===== src/rtl/ch_fe_pkg.sv =====
// ch_fe_pkg: shared sizes for the channel event frontend (channel count, index width, filter length, filter counter width)
package ch_fe_pkg;
  localparam int NCH = 4;
  localparam int CH_IDX_W = $clog2(NCH);
  localparam int FILT_LEN = 4;
  localparam int FILT_CNT_W = $clog2(FILT_LEN + 1);
endpackage


===== src/rtl/ch_fe_cond.sv =====
// ch_fe_cond: 1-bit 2-FF sync, optional FILT_LEN glitch filter (FILT_EN), rising-edge pulse; ports clk, rst_n, din, rise
module ch_fe_cond
  import ch_fe_pkg::*;
#(
  parameter bit FILT_EN = 1'b0
) (
  input  logic clk,
  input  logic rst_n,
  input  logic din,
  output logic rise
);
  logic s1, s2, lvl, prev;
  always_ff @(posedge clk or negedge rst_n)
    if (!rst_n) {s1, s2, prev} <= '0;
    else {s1, s2, prev} <= {din, s1, lvl};
  generate
    if (FILT_EN) begin : g_filt
      logic [FILT_CNT_W-1:0] cnt;
      logic filt;
      always_ff @(posedge clk or negedge rst_n)
        if (!rst_n) begin
          cnt <= '0;
          filt <= 1'b0;
        end else if (s2 == filt) cnt <= '0;
        else if (cnt == FILT_CNT_W'(FILT_LEN - 1)) begin
          filt <= s2;
          cnt <= '0;
        end else cnt <= cnt + 1'b1;
      assign lvl = filt;
    end else begin : g_raw
      assign lvl = s2;
    end
  endgenerate
  assign rise = lvl & ~prev;
endmodule


===== src/rtl/ch_event_frontend.sv =====
// ch_event_frontend: per-channel sync/filter(CH_GLITCH_FILTER_EN)/edge into pending, RR valid/ready event port (evt_valid/evt_ready/evt_ch), rtc_tick, sticky ovf_ch/ovf_any with ovf_clr
module ch_event_frontend
  import ch_fe_pkg::*;
(
  input  logic                clk,
  input  logic                rst_n,
  input  logic [NCH-1:0]      ch_in,
  input  logic                rtc_in,
  output logic                evt_valid,
  input  logic                evt_ready,
  output logic [CH_IDX_W-1:0] evt_ch,
  output logic                rtc_tick,
  output logic [NCH-1:0]      ovf_ch,
  output logic                ovf_any,
  input  logic                ovf_clr
);
`ifdef CH_GLITCH_FILTER_EN
  localparam bit FILT_EN = 1'b1;
`else
  localparam bit FILT_EN = 1'b0;
`endif
  logic [NCH-1:0] rise, pending, clr;
  logic rtc_rise, hs, lock;
  logic [CH_IDX_W-1:0] ptr, lk_ch, rr, grant, idx;
  genvar i;
  generate
    for (i = 0; i < NCH; i++) begin : g_ch
      ch_fe_cond #(.FILT_EN(FILT_EN)) u_cond (.clk(clk), .rst_n(rst_n), .din(ch_in[i]), .rise(rise[i]));
    end
  endgenerate
  ch_fe_cond #(.FILT_EN(1'b0)) u_rtc (.clk(clk), .rst_n(rst_n), .din(rtc_in), .rise(rtc_rise));
  always_comb begin
    rr = '0;
    idx = '0;
    for (int k = NCH - 1; k >= 0; k--) begin
      idx = CH_IDX_W'((int'(ptr) + k) % NCH);
      if (pending[idx]) rr = idx;
    end
  end
  assign evt_valid = |pending;
  assign grant = lock ? lk_ch : rr;
  assign evt_ch = evt_valid ? grant : '0;
  assign hs = evt_valid & evt_ready;
  assign clr = hs ? NCH'(1) << grant : '0;
  assign ovf_any = |ovf_ch;
  always_ff @(posedge clk or negedge rst_n)
    if (!rst_n) begin
      pending <= '0;
      ovf_ch <= '0;
      lock <= 1'b0;
      lk_ch <= '0;
      ptr <= '0;
      rtc_tick <= 1'b0;
    end else begin
      pending <= rise | (pending & ~clr);
      ovf_ch <= (rise & pending & ~clr) | (ovf_ch & {NCH{~ovf_clr}});
      lock <= evt_valid & ~evt_ready;
      lk_ch <= grant;
      rtc_tick <= rtc_rise;
      if (hs) ptr <= (grant == CH_IDX_W'(NCH - 1)) ? '0 : grant + 1'b1;
    end
endmodule

===== config.mk =====
export PLATFORM = sky130hd
export DESIGN_NAME = ch_event_frontend
export DESIGN_NICKNAME = d
export VERILOG_FILES = /design/src/rtl/ch_fe_pkg.sv /design/src/rtl/ch_fe_cond.sv /design/src/rtl/ch_event_frontend.sv
export SDC_FILE = /design/constraint.sdc
export NUM_CORES = 1
export LEC_CHECK = 0
export CORE_AREA = 2 2 49 51
export DETAILED_ROUTE_END_ITERATION = 7
export DIE_AREA = 0 0 51 53
export PLACE_DENSITY = 0.9
export SKIP_LAST_GASP = 1
export SLEW_MARGIN = 0
export SYNTH_ARGS = -nofsm -noshare
export SYNTH_HDL_FRONTEND = slang
export SYNTH_HIERARCHICAL = 1
export SYNTH_SLANG_ARGS = --single-unit

===== constraint.sdc =====
create_clock -name clk -period 5.6 [get_ports clk]
set_clock_uncertainty 0.05 [all_clocks]
set_input_delay 1.12 -clock clk [delete_from_list [all_inputs] [get_ports clk]]
set_output_delay 1.12 -clock clk [all_outputs]
set_load 0.05 [all_outputs]

Word-level counts from Yosys, hierarchy flattened
Cells that the tools add are included.
- register bits after elaboration: 29
- latch bits: 0
- memory bits (writable): 0
- ROM bits: 0
- input port bits: 9
- word-level logic and storage cells: 70
- memories: 0
- add/subtract/negate cells: 4
- multiply operators: 0
- div/mod/pow operators: 0
- magnitude comparators: 4
- equal/unequal tests: 1
- shift-type cells: 1
- mux-type cells: 16
- bitwise gates (word level): 21
- reduce and logical (&&, ||, !) cells: 2
- operator list (operator ; number):
    AND 4 bit ; 4
    2-to-1 mux 2 bit ; 7
    < comparator 2 x 3 -> 1 bit, second input constant ; 4
    binary-select mux 1 bit (select 2 bit) ; 4
    bitwise OR 4 bit ; 2
    OR reduction 4 bit ; 2
    AND 1 bit ; 7
    inverter 1 bit ; 7
    adder 2 x 1 -> 2 bit, second input constant ; 2
    adder 2 bit, second input constant ; 2
    2-to-1 mux 1 bit ; 4
    2-to-1 mux 4 bit ; 1
    inverter 4 bit ; 1
    left shift 1 x 2 -> 4 bit, first input constant ; 1
    == test 2 bit, second input constant ; 1

Logic depth before layout (Yosys ltp)
- depth in word-level cells: 13
- mapped depth: 8
- mapped depth without buffers: 8

Hierarchy
The synthesis kept the hierarchy.
- by module, submodules not included (module ; times used ; cells each ; area each (sq um) ; seq. area each (sq um)):
    ch_event_frontend ; 1 ; 69 ; 690.7 ; 350.3
    ch_fe_cond ; 5 ; 4 ; 88.8 ; 75.1

Worst setup path before layout
OpenSTA, ideal clock, no wires.
- path type: flip-flop to output port
- start point: reg pending[2]
- end point: out evt_ch[0]
- arrival time: 1.651 ns
- slack: 2.779 ns
- cell stages (with the launch flop): 6
- buffers on the path: 0
- path through: dfrtp_1 nor3b_1 o21ai_0 o211a_2 inv_1 nor2_1
- cells in the longest elaborated chain, start to end: 8
- elaborated cells on any way between the ends: 15
- classes of those cells: 14 x mux; 1 x reduce/logical
- ends and longest elaborated chain (element ; RTL line ; RTL):
    start, declared ; ch_event_frontend.sv:22 ; logic [NCH-1:0] rise, pending, clr;
    start signal, assigned ; ch_event_frontend.sv:55 ; pending <= rise | (pending & ~clr);
    binary-select mux 1 bit (select 2 bit) ; ch_event_frontend.sv:37 ; if (pending[idx]) rr = idx;
    2-to-1 mux 1 bit (implied by the code) ; ch_event_frontend.sv:37 ;
    2-to-1 mux 2 bit (3 in a row) ; ch_event_frontend.sv:37 ;
    2-to-1 mux 2 bit (*) ; ch_event_frontend.sv:37 ;
    2-to-1 mux 2 bit (*) ; ch_event_frontend.sv:41 ; assign grant = lock ? lk_ch : rr;
    via grant[0] ; ch_event_frontend.sv:24 ; logic [CH_IDX_W-1:0] ptr, lk_ch, rr, grant, idx;
    2-to-1 mux 2 bit (*) ; ch_event_frontend.sv:42 ; assign evt_ch = evt_valid ? grant : '0;
    end, declared ; ch_event_frontend.sv:11 ; output logic [CH_IDX_W-1:0] evt_ch,
The timed path passes the listed nets; every way through them passes the cells marked *. The select of a mux whose other input is x is not followed.

Worst setup path in the final report
- start point: reg pending[0]
- end point: out evt_ch[1]
The elaborated chain is that of the path after synthesis.

==> results.cfg <==
[outcome]
status = complete, no violations

[timing]
report.final.slew_viol_count = 0
hold_ws_ns = 0.300
min_period_ns = 3.61
report.final.hold_viol_count = 0
final_critical_path_setup_slack_ns = 1.99
slew_at_the_pin_with_the_worst_max_slew_slack_ns = 0.509
max-slew-margin-rel_pct = 65.9
total_negative_setup_slacks_ns = 0
fmax_mhz = 277
rsz_0062_raised_after_global_routing = no
final_worst_path_cycle_share_pct = 64.5
report.final.setup_viol = 0

[placement]
post-place-cells = 135
detailed_place.area_sq_mm = 0.00135
place_hpwl_microns = 1360
port_buffers = 17
place_congestion = 0.794
detailedPlace.worstSlack_ns = 2.36

[cts]
clk_pin_slew_ns = 0.08
worstSkewPairLatency_ns = 0.32
cts-root-to-sink-buffers = 2
cts_tree = yes
post_cts_resize_count = 0
post_cts_hold_buffer_count = 0
post-cts-setup-buffers = 0
htreeDepth = 2
cts_buf_count = 5
clkSinkCount = 29
ctsRootBufferMaster = sky130_fd_sc_hd__clkbuf_4

[min_path]
hold_class = flip-flop to flip-flop

[finish]
final_antenna_diode_count = 0
drive_above_1_share_pct = 16.7
fin_util_pct = 65.3
area_growth_pct = 23.6
most-common-layout-cells = sky130_fd_sc_hd__dfrtp_1 (29), sky130_fd_sc_hd__clkdlybuf4s50_1 (17), sky130_fd_sc_hd__nand2_1 (9), sky130_fd_sc_hd__inv_1 (9), sky130_fd_sc_hd__o21ai_0 (7)
final_common_cell = sky130_fd_sc_hd__dfrtp_1
instances_no_fill = 142
finalNetCount = 127
stdcell_area_sq_mm = 0.00140
n_fill_cell = 168

[critical_path]
rr_startpoint = pending[0]
worstSetupEndpoint = evt_ch[1]
cp_max_fo = 7
path_delay_family = buffers and inverters
critical-path-max-stage-delay_ns = 0.80
crit_chain = a21boi_1, o211ai_1, a32oi_1, and2_1, clkdlybuf4s50_1
worstReg2RegEnd = ovf_ch[0]
crit_required_ns = 4.43
worstPathArrival_ns = 2.44
crit_path_start = pending[0]
reg2reg_depth = 8
cp_num_cells = 5
critical_path.endpoint_type = primary output
critical_path_buf_inv_count = 1
timing.critical_path.from_type = flip-flop
critical-path-slowest-cell = sky130_fd_sc_hd__clkdlybuf4s50_1
reg2reg_setup_slack_ns = 3.58
path_class = flip-flop to primary output

[routing]
post_drt_via_cell_ratio = 5.24
detail-route-antenna-nets = 0
vias = 744
detailedRoute.firstIterationViolations = 13
route.detailed.drc = 0
first_pass_iters = 4
wirelength_microns = 1910
wire_per_inst_microns = 13.5

[grt]
use_met3_pct = 8.47
grt.overflow.total = 0
met1_usage_pct = 20.4
antenna_violations_before_repair = 0
grt_util_all_layers_pct = 18.7
pin_count_of_the_biggest_net_entering_global_routing = 30
grt_first_pass_wirelength_microns = 3350
via_count_of_the_first_global_routing_pass = 775
busiest_layer = met2
globalRouteMet2Util_pct = 28.4

[power]
cellPowerDensity_mw_per_mm2 = 497
vdd.ir_drop.worst_v = 0.000267
total_leakage_power_nw = 0.635
fin_total_pwr_mw = 0.697

[synthesis]
synthesis.area_per_instance_sq_um = 12.8
netlist.area_leader.share_pct = 63.9
largest_area_contributor_in_the_synthesized_netlist = sky130_fd_sc_hd__dfrtp_1
netlist_instances = 89
netlist_area_sq_mm = 0.00113
synth_seq_area_share_pct = 63.9
synth.lib_cells_used.distinct = 24
synth_nets = 102
synth-seq-cells = 29
post_synth_main_area_contributors = sky130_fd_sc_hd__dfrtp_1 (64%), sky130_fd_sc_hd__nor2b_4 (6.1%), sky130_fd_sc_hd__ha_1 (4.4%)
ys_warn_count = 6

[run]
max_cap_viol_count = 0

[floorplanning]
design.portCount = 18
standard_cell_rows = 17
die_height_microns = 53
design.die.area_sq_mm = 0.00270
starting_utilization_of_the_core_area_pct = 52.8
floorplan.die.width_microns = 51
core_area_sq_mm = 0.00215
synth_stat cells (all sizes together):
master  number
o31ai        1
nor4         1
nor2b        6
a221o        1
o21ai        7
and2         1
or2          4
a21oi        1
nor3b        1
nor2         3
a21boi       4
nand2b       2
a32oi        1
ha           4
inv          9
o211ai       1
o211a        1
nand4        1
mux2i        1
a31oi        1
dfrtp       29
nand2        9
worst reg2reg max path, delay by kind of cell, from the launching register on:
kind | cells | cell delay (ns)
compound gates | 5 | 1.00
simple gates | 1 | 0.10
fa+ha+maj | 1 | 0.21
buf+inv | 1 | 0.12
flops | 1 | 0.46
where the power goes:
part           internal, mW  switching (mW)
registers             0.252          0.0446
logic                 0.109           0.169
clock network        0.0591          0.0636
routing by layer:
layer | vias to the layer above | routed length [microns]
met5 | - | 0
met4 | 0 | 57
met3 | 7 | 111
met2 | 25 | 959
met1 | 367 | 785
li1 | 345 | -
cell families after synthesis:
| group | share of synthesized area, % |
|---|---|
| muxes | 0.882 |
| buffers and inverters | 2.98 |
| adders and majority gates | 4.41 |
| and+or+nand+nor | 16.8 |
| DFF | 63.9 |
| AOI/OAI and AO/OA | 11.0 |
how the worst min path moves through the flow:
stage               depth (start not counted)            endpoint         startpoint  slack, ns
finish                                      0  g_ch[3].u_cond/lvl  g_ch[3].u_cond/s1       0.30
global route                                0  g_ch[3].u_cond/lvl  g_ch[3].u_cond/s1       0.31
CTS                                         0  g_ch[3].u_cond/lvl  g_ch[3].u_cond/s1       0.30
detailed placement                          0  g_ch[0].u_cond/lvl  g_ch[0].u_cond/s1       0.29
global placement                            0  g_ch[2].u_cond/lvl  g_ch[2].u_cond/s1       0.28
floorplan                                   0  g_ch[0].u_cond/lvl  g_ch[0].u_cond/s1       0.28
final cells by class:
class	count	area (sq um)	share of cell area (%)
multi-input combinational	51	375	26.8
clock buffer	7	55.1	3.93
sequential	29	726	51.7
tap	28	35.0	2.50
timing repair buffer	18	178	12.7
inverter	9	33.8	2.41
flip-flops by register name, summed over array words and instances, names as in the netlist:
register,cells
u_rtc/prev,1
u_rtc/s1,1
g_ch.u_cond/lvl,4
ptr,2
lk_ch,2
ovf_ch,4
lock,1
rtc_tick,1
g_ch.u_cond/prev,4
g_ch.u_cond/s1,4
pending,4
u_rtc/lvl,1
Note: power is estimated with default switching activity, not from simulation.
